==> src/rtl/fpadd_pkg.sv <==
// Shared constants and types for the floating-point adder result path.
// Holds the result-type codes, canonical IEEE-754 double encodings and flag bit positions.
package fpadd_pkg;

  typedef enum logic [3:0] {
    ZT_NORMAL = 4'b0000,
    ZT_QNAN   = 4'b0001,
    ZT_NINF   = 4'b0010,
    ZT_PINF   = 4'b0011,
    ZT_PZERO  = 4'b0100,
    ZT_MZERO  = 4'b0101,
    ZT_NZERO  = 4'b0110,
    ZT_CVT    = 4'b1000
  } ztype_e;

  localparam logic [63:0] QNAN64  = 64'h7FF8_0000_0000_0000;
  localparam logic [63:0] PINF64  = 64'h7FF0_0000_0000_0000;
  localparam logic [63:0] NINF64  = 64'hFFF0_0000_0000_0000;
  localparam logic [63:0] NZERO64 = 64'h8000_0000_0000_0000;

  localparam int NV = 4;
  localparam int DZ = 3;
  localparam int OF = 2;
  localparam int UF = 1;
  localparam int NX = 0;

  localparam logic [2:0] RM_RDN = 3'b010;

endpackage

==> src/rtl/fpadd_special_decode.sv <==
// Combinational mapping from result-type code to the final double result and its flags.
// Codes outside the defined set collapse to the canonical qNaN with invalid raised.
module fpadd_special_decode
  import fpadd_pkg::*;
(
  input  logic [3:0]  Ztype,
  input  logic        Invalid,
  input  logic [2:0]  Frm,
  input  logic [63:0] NormResult,
  input  logic [2:0]  NormFlags,
  output logic [63:0] result,
  output logic [4:0]  flags
);

  always_comb begin
    result = NormResult;
    flags  = '0;
    case (Ztype)
      ZT_NORMAL, ZT_CVT: flags = {2'b00, NormFlags};
      ZT_QNAN: begin
        result    = QNAN64;
        flags[NV] = Invalid;
      end
      ZT_NINF:  result = NINF64;
      ZT_PINF:  result = PINF64;
      ZT_PZERO: result = '0;
      ZT_NZERO: result = NZERO64;
      // Exact cancellation of opposite-signed zeros is -0 only when rounding down
      ZT_MZERO: result = (Frm == RM_RDN) ? NZERO64 : '0;
      default: begin
        result    = QNAN64;
        flags[NV] = 1'b1;
      end
    endcase
  end

endmodule

==> src/rtl/fpadd_result_encoder.sv <==
// Output stage of the FP adder: decode, two-stage valid/ready pipeline and sticky fflags.
// S1 holds the decoded value, S2 drives Result/Flags; no skid buffer, so InReady sees OutReady.
module fpadd_result_encoder
  import fpadd_pkg::*;
#(
  parameter int XLEN = 64
) (
  input  logic            clk,
  input  logic            reset,
  input  logic            InValid,
  output logic            InReady,
  input  logic [3:0]      Ztype,
  input  logic            Invalid,
  input  logic [2:0]      Frm,
  input  logic [XLEN-1:0] NormResult,
  input  logic [2:0]      NormFlags,
  input  logic            Flush,
  output logic            OutValid,
  input  logic            OutReady,
  output logic [XLEN-1:0] Result,
  output logic [4:0]      Flags,
  output logic [4:0]      FFlags,
  input  logic            FlagsWrEn,
  input  logic [4:0]      FlagsWrData
);

  logic [XLEN-1:0] dec_result;
  logic [4:0]      dec_flags;

  logic            s1_valid;
  logic [XLEN-1:0] s1_result;
  logic [4:0]      s1_flags;
  logic            s2_valid;
  logic            s2_load;
  logic            accept;
  logic            retire;

  fpadd_special_decode u_decode (
    .Ztype      (Ztype),
    .Invalid    (Invalid),
    .Frm        (Frm),
    .NormResult (NormResult),
    .NormFlags  (NormFlags),
    .result     (dec_result),
    .flags      (dec_flags)
  );

  assign s2_load  = ~s2_valid | OutReady;
  assign InReady  = ~s1_valid | s2_load;
  assign accept   = InValid & InReady & ~Flush;
  assign retire   = s2_valid & OutReady & ~Flush;
  assign OutValid = s2_valid;

  always_ff @(posedge clk or posedge reset) begin
    if (reset) begin
      s1_valid  <= 1'b0;
      s1_result <= '0;
      s1_flags  <= '0;
    end else begin
      if (Flush)       s1_valid <= 1'b0;
      else if (accept) s1_valid <= 1'b1;
      else if (s2_load) s1_valid <= 1'b0;
      if (accept) begin
        s1_result <= dec_result;
        s1_flags  <= dec_flags;
      end
    end
  end

  // Data only moves on a real advance so Result/Flags stay frozen under backpressure
  always_ff @(posedge clk or posedge reset) begin
    if (reset) begin
      s2_valid <= 1'b0;
      Result   <= '0;
      Flags    <= '0;
    end else begin
      if (Flush)        s2_valid <= 1'b0;
      else if (s2_load) s2_valid <= s1_valid;
      if (!Flush && s2_load && s1_valid) begin
        Result <= s1_result;
        Flags  <= s1_flags;
      end
    end
  end

  always_ff @(posedge clk or posedge reset) begin
    if (reset)          FFlags <= '0;
    else if (FlagsWrEn) FFlags <= FlagsWrData | (retire ? Flags : 5'b0);
    else if (retire)    FFlags <= FFlags | Flags;
  end

endmodule

==> config.mk <==
export PLATFORM = sky130hd
export DESIGN_NAME = fpadd_result_encoder
export DESIGN_NICKNAME = d
export VERILOG_FILES = /design/src/rtl/fpadd_pkg.sv /design/src/rtl/fpadd_special_decode.sv /design/src/rtl/fpadd_result_encoder.sv
export SDC_FILE = /design/constraint.sdc
export NUM_CORES = 1
export LEC_CHECK = 0
export ABC_AREA = 1
export BUFFER_PORTS_ARGS = -buffer_cell sky130_fd_sc_hd__buf_2
export CORE_MARGIN = 5
export CORE_UTILIZATION = 52
export DETAILED_ROUTE_END_ITERATION = 16
export GPL_TIMING_DRIVEN = 0
export PLACE_DENSITY = 0.79
export SYNTH_ARGS = -nofsm -noshare
export SYNTH_HDL_FRONTEND = slang
export SYNTH_SLANG_ARGS = --single-unit
export TNS_END_PERCENT = 100
==> constraint.sdc <==
create_clock -name clk -period 5.8 [get_ports clk]
set_input_delay 1.16 -clock clk [delete_from_list [all_inputs] [get_ports clk]]
set_output_delay 1.16 -clock clk [all_outputs]
set_load 0.01 [all_outputs]
==> impl_results.md, run 1 <==
- Power consumption: 2590 µW
- Delay of the slowest critical-path stage: 0.15 ns
- Wire per inst: 14.1 µm
- RR Endpoint: Result[31]
- Count leader, synth: nand2_1
- GPL Wtd Cong: 0.810
- H-tree depth: 4
- Largest area contributor in the netlist: dfrtp_1
- Static leakage: 0.00385 µW
- Final cycle utilization of the critical path: 48.2%
- Final min period: 2.80 ns
- Vias per inst: 4.86
- Crit Path Class: in -> out
- Total CTS buffers: 17
- Ports: 162
- Dpl hpwl: 10.0 mm
- Post-synthesis register bit count: 143
- DIE HEIGHT: 117 µm
- Setup total negative slack: 0 ns
- Syn-to-layout area delta: 27.1%
- Vias: 4851
- Hold EP: s1_result[54]
- Worst-path cell chain: buf_2 -> nor2_4 -> nand2_2 -> buf_2
- Fin. max-slew vios: 0
- Largest net degree at the start of global routing: 96
- Iter 0 DRT Violations: 315
- Synth unique cells: 22
- R2r startpoint: OutValid
- Async S/R FF share, synth: 100%
- Setup violators final: 0
- Site row count: 39
- Gate Count Post-Synth: 663
- R2r setup slk: 4.37 ns
- DIE AREA: 0.0138 mm²
- Residual DRC: 0
- Maxcap violations: 0
- Max Fanout on Critical Path: 2
- Most used cell, CP: buf_2
- Max Buffers Root-to-Sink: 2
- 1st-pass router iterations: 5
- Hold_sp: s1_result[54]
- Post-Route Utilization: 67.1%
- Clk_lat worst skew: 0.41 ns
- Crit path DAT: 1.64 ns
- Fmax: 0.357 GHz
- Post-CTS setup buffers: 0
- Required @ worst endpoint: 4.64 ns
- Endpoints failing hold: 0
- Vias in the first global route: 4688
- Fin Clk Skew: 0.00891 ns
- Hold Path Stages: 2
- Syn. warnings: 0
- Pwr per Cell Area: 339 mW/mm²
- Grt ovf: 0
- Worst VDD drop: 262 µV
- Net Count, Synth: 749
- Port bufs: 159
- Worst Setup End Kind: output port
- Layout cells sized above 1: 29.8%
- Clk pin slew, worst setup/hold paths: 0.06 ns
- CP Launch Type: input pin
- R2R cell count: 6
- CTS tree: built
- Routed wl met3: 896 µm
- Met1 WL: 6.36 mm
- Register area share after synthesis: 59.6%
- Global-route wire length before repair: 23.5 mm
- Floorplan core area: 0.0114 mm²
- Initial antenna violation count: 0
- Hold crit path type: reg -> reg
- Setup repair after global routing missed its margin: no
- Syn Std Cell Area: 0.00600 mm²
- Top cells by area, synth: dfrtp_1 (60%), nand2_1 (14%), o21ai_0 (4.8%), o21ai_1 (4.7%), inv_1 (4.6%)
- Share of the synthesized area in the top cell type: 59.6%
- Effective utilization at floorplan: 52.8%
- Syn_area_per_cell: 9.05 µm²
- Detail Route Antenna Nets: 0
- Primary FF master, synth: dfrtp_1
- Gr usage total: 21.0%
- Clock sink total: 143
- Fillers: 954
- Chip Width: 117 µm
- Nets@finish: 928
- Clock Tree Root: clkbuf_16
- ANT cells: 0
- Most frequent cells after synthesis: nand2_1 (217), dfrtp_1 (143), inv_1 (73), o21ai_0 (58), o21ai_1 (56)
- Cts hold-fix bufs: 0
- Routed WL: 14.1 mm
- Post-synth EDFFs: 0
- Slowest CP cell: buf_2
- Top sig layer: met4
- Post-CTS sizing: 0
- DR WL met2: 6.70 mm
- Status: completed
[stage by stage]
stage	hold slack, ns	instances	worst slack, ns	cell area (µm²)
floorplan	0.449	663	0.802	6000
global placement	0.461	965	-0.678	6980
detailed placement	0.465	966	3.01	7010
CTS	0.481	998	3.00	7630
global route	0.501	998	2.95	7630
finish	0.479	998	3.00	7630
[registers in the layout, indices dropped and copies added (netlist names)]
register and cells:
FFlags 5, Flags 4, OutValid 1, Result 64, s1_flags 4, s1_result 64
s1_valid 1
[report_power, final]
part           switching [µW]  leakage [µW]  total, µW  internal, µW
sequential               50.2       0.00191       1140          1090
clock                     413      0.000294       1130           721
combinational             190       0.00165        318           128
[worst max-delay path, delay by kind of cell]
family,cells,cell delay (ns)
buf+inv,2,0.27
simple gates,2,0.20
[kinds of logic (layout without fill, tap and decap cells)]
| family | count (synthesis) | count (layout) | synth area share (%) |
|---|---|---|---|
| AO/OA/AOI/OAI | 129 | 129 | 11.4 |
| buffers and inverters | 116 | 308 | 9.46 |
| flip-flops | 143 | 143 | 59.6 |
| multiplexers | 5 | 5 | 0.855 |
| other | 1 | 1 | 0.0625 |
| AND/OR/NAND/NOR | 269 | 269 | 18.6 |
[cells in the final DEF, fill, tap and decap left out, types with 10 or more instances in the layout]
cell and instances:
nand2_1 217, buf_2 173, dfrtp_1 143, inv_1 72
o21ai_0 58, o21ai_1 56, nand3_1 27, clkbuf_16 17
nand2_2 12, buf_6 11, o21ai_2 10
[worst max-delay path by stage]
| stage | start | end | slack [ns] | depth (start not counted) |
|---|---|---|---|---|
| after floorplan | reset | FFlags[0] | 0.80 | 1 |
| after global placement | reset | s1_result[7] | -0.68 | 2 |
| after detailed placement | OutReady | InReady | 3.01 | 4 |
| after CTS | OutReady | InReady | 3.00 | 4 |
| after global routing | OutReady | InReady | 2.95 | 4 |
| final | OutReady | InReady | 3.00 | 4 |
[final cells by class]
type,instances,area [µm²],share of cell area [%]
buffer,39,277,3.62
clock buffer,19,433,5.67
clock inverter,13,188,2.46
inverter,77,297,3.89
multi-input combinational,404,1860,24.3
sequential,143,3580,46.9
tap,143,179,2.34
timing repair buffer,160,823,10.8
[layer usage]
metal / vias to the layer above / global-route usage (%)
met1: 2244 / 29.0
met4: 0 / 5.66
met2: 165 / 33.3
met3: 11 / 5.25
met5: - / 0
li1: 2431 / -
(Power assumes the default switching activity.)
==> run 2, diff against run 1 <==
--- a/config.mk
+++ b/config.mk
@@ -8,10 +8,10 @@
 export ABC_AREA = 1
 export BUFFER_PORTS_ARGS = -buffer_cell sky130_fd_sc_hd__buf_2
 export CORE_MARGIN = 5
-export CORE_UTILIZATION = 52
+export CORE_UTILIZATION = 47
 export DETAILED_ROUTE_END_ITERATION = 16
 export GPL_TIMING_DRIVEN = 0
-export PLACE_DENSITY = 0.79
+export PLACE_DENSITY = 0.76
 export SYNTH_ARGS = -nofsm -noshare
 export SYNTH_HDL_FRONTEND = slang
 export SYNTH_SLANG_ARGS = --single-unit
==> constraint.sdc (replaced) <==
create_clock -name clk -period 2.5 [get_ports clk]
set_input_delay 0.5 -clock clk [delete_from_list [all_inputs] [get_ports clk]]
set_output_delay 0.5 -clock clk [all_outputs]
set_load 0.01 [all_outputs]
==> run 2 against run 1 <==
Register-to-register slack worse by 3.3 ns. Clock skew up 0.0027 ns. Global-route usage down 0.95 points. Non-clock buffer count up 2. Sequential share of layout area down 0.46 points. Clock power up 130%. Die area up 9.7%. Wire length up 2.1%. Final area up 1.0%. Largest cell class unchanged. Highest routed layer unchanged.
==> impl_results.md, run 2 (synthesis gave the netlist of run 1 again) <==
- Top sig layer: met4
- Fin. max-slew vios: 0 (unchanged)
- Endpoints failing hold: 0 (unchanged)
- Most frequent cells in the layout: nand2_1 (217), buf_2 (173), dfrtp_1 (143)
- Cts hold-fix bufs: 0 (unchanged)
- Site row count: 41 (+5.1%)
- Clock sink total: 143 (unchanged)
- Wire per inst: 14.0 µm (-1.1%)
- FF/Latch Area: 0.00358 mm² (unchanged)
- Clk_lat worst skew: 0.42 ns (about the same)
- Effective utilization at floorplan: 47.8% (-5.0 points)
- Final cycle utilization of the critical path: 67.4%
- Floorplan core area: 0.0126 mm² (+11%)
- Total CTS buffers: 17 (unchanged)
- Max Buffers Root-to-Sink: 2 (unchanged)
- Detail Route Antenna Nets: 0 (unchanged)
- Layout cells sized above 1: 30.1% (+0.28 points)
- Fin Clk Skew: 0.0117 ns (+0.00275 ns)
- Grt ovf: 0 (unchanged)
- Chip Width: 123 µm (+4.7%)
- Routed WL: 14.4 mm (+2.1%)
- Global-route wire length before repair: 23.6 mm (+0.38%)
- Clock Tree Root: clkbuf_16
- R2r setup slk: 1.12 ns (-3.25 ns)
- WP buf/inv: 2 (unchanged)
- Dpl hpwl: 10.4 mm (+4.0%)
- Crit path max-delay family: flip-flops
- Relative slew slack: 46.6%
- Static leakage: 0.00387 µW (+0.60%)
- DR WL met2: 6.76 mm (+0.93%)
- Post-Place Worst Slack: 0.890 ns (-2.12 ns)
- Vias per inst: 4.70 (-3.3%)
- Slowest CP cell: dfrtp_1
- Hold crit path type: in -> async
- Post-CTS setup buffers: 0 (unchanged)
- Area of the multi-input gates: 0.00186 mm² (unchanged)
- DIE HEIGHT: 123 µm (+4.7%)
- 1st-pass router iterations: 4 (-1)
- Fmax: 0.594 GHz
- Commonest non-fill, non-tap cell in the layout: nand2_1
- Fillers: 1077 (+13%)
- Worst Setup End Kind: output port
- H-tree depth: 4 (unchanged)
- Setup repair after global routing missed its margin: no
- Worst-path cell chain: inv_2 -> nor2_4 -> nand2_2 -> buf_2
- Final min period: 1.68 ns
- CTS tree: built
- Status: completed
- Ports: 162 (unchanged)
- Gr usage total: 20.1% (-0.95 points)
- Crit Path Class: reg -> out
- DIE AREA: 0.0151 mm² (+9.7%)
- Delay of the slowest critical-path stage: 0.38 ns (+0.23 ns)
- Vias: 4840 (-0.23%)
- Hold WS: 0.228 ns (-0.251 ns)
- Met1 WL: 6.37 mm (+0.13%)
- Clk pin slew, worst setup/hold paths: 0.06 ns (about the same)
- CP Launch Type: register
- Max Fanout on Critical Path: 3 (+1)
- Iter 0 DRT Violations: 254 (-19%)
- Final instance area: 0.00771 mm² (+1.0%)
- Vias in the first global route: 4793 (+2.2%)
- DP Area: 0.00708 mm² (+0.96%)
- Required @ worst endpoint: 2.00 ns (-2.64 ns)
- RR Endpoint: Result[37]
- Top flop regs: Result (64), s1_result (64), FFlags (5)
- Worst-Margin Slew: 0.799 ns
- R2r startpoint: OutValid
- Largest net degree at the start of global routing: 40 (-58%)
- R2R cell count: 8 (+2)
- Syn-to-layout area delta: 28.4%
- Maxcap violations: 0 (unchanged)
- Port bufs: 159 (unchanged)
- Worst VDD drop: 390 µV (+49%)
- Post-route worst setup slack: 0.815 ns (-2.19 ns)
- Initial antenna violation count: 1 (+1)
- Setup violators final: 0 (unchanged)
- Power consumption: 6020 µW (+130%)
- Residual DRC: 0 (unchanged)
- Post-CTS sizing: 0 (unchanged)
- Nets@finish: 930 (+0.22%)
- Crit path DAT: 1.18 ns (-0.46 ns)
- Pwr per Cell Area: 781 mW/mm² (+130%)
- GPL Wtd Cong: 0.802 (-1.1%)
- Routed wl met3: 1.03 mm (+15%)
run 2: worst max path at each step:
stage / start / endpoint / slack, ns / cells after the start
after global placement: reset / s1_result[51] / -0.65 / 2
final: OutValid / InReady / 0.82 / 4
after global routing: OutValid / InReady / 0.76 / 4
after floorplan: reset / FFlags[0] / 0.21 / 1
after detailed placement: OutReady / Result[58] / 0.89 / 6
after CTS: OutValid / InReady / 0.79 / 4
run 2: per-layer routing:
metal	GRT usage (%)	vias up
met4	6.64	0
met5	0	-
met1	26.9	2239
met2	32.1	152
li1	-	2434
met3	5.03	15
run 2: stage by stage:
step | std cells | setup TNS, ns | util [%]
after floorplan | 663 | 0 | -
after global placement | 994 | -91.55 | 55.8
final | 1030 | 0 | 61.3
after global routing | 1030 | 0 | 61.3
after detailed placement | 997 | 0 | 56.3
after CTS | 1029 | 0 | 61.3
run 2: cell type report:
cell class | count | area share (%)
Inverter | 77 | 3.83
Sequential cell | 143 | 46.4
Clock inverter | 9 | 1.67
Antenna cell | 1 | 0.0325
Buffer | 39 | 3.59
Timing Repair Buffer | 162 | 11.1
Multi-Input combinational cell | 404 | 24.1
Clock buffer | 23 | 6.46
Tap cell | 172 | 2.79
run 2: report_power, final:
group	total (µW)	internal, µW	switching [µW]
Clock	2630	1700	933
Combinational	741	301	440
Sequential	2650	2530	120
Total	6020	4530	1490
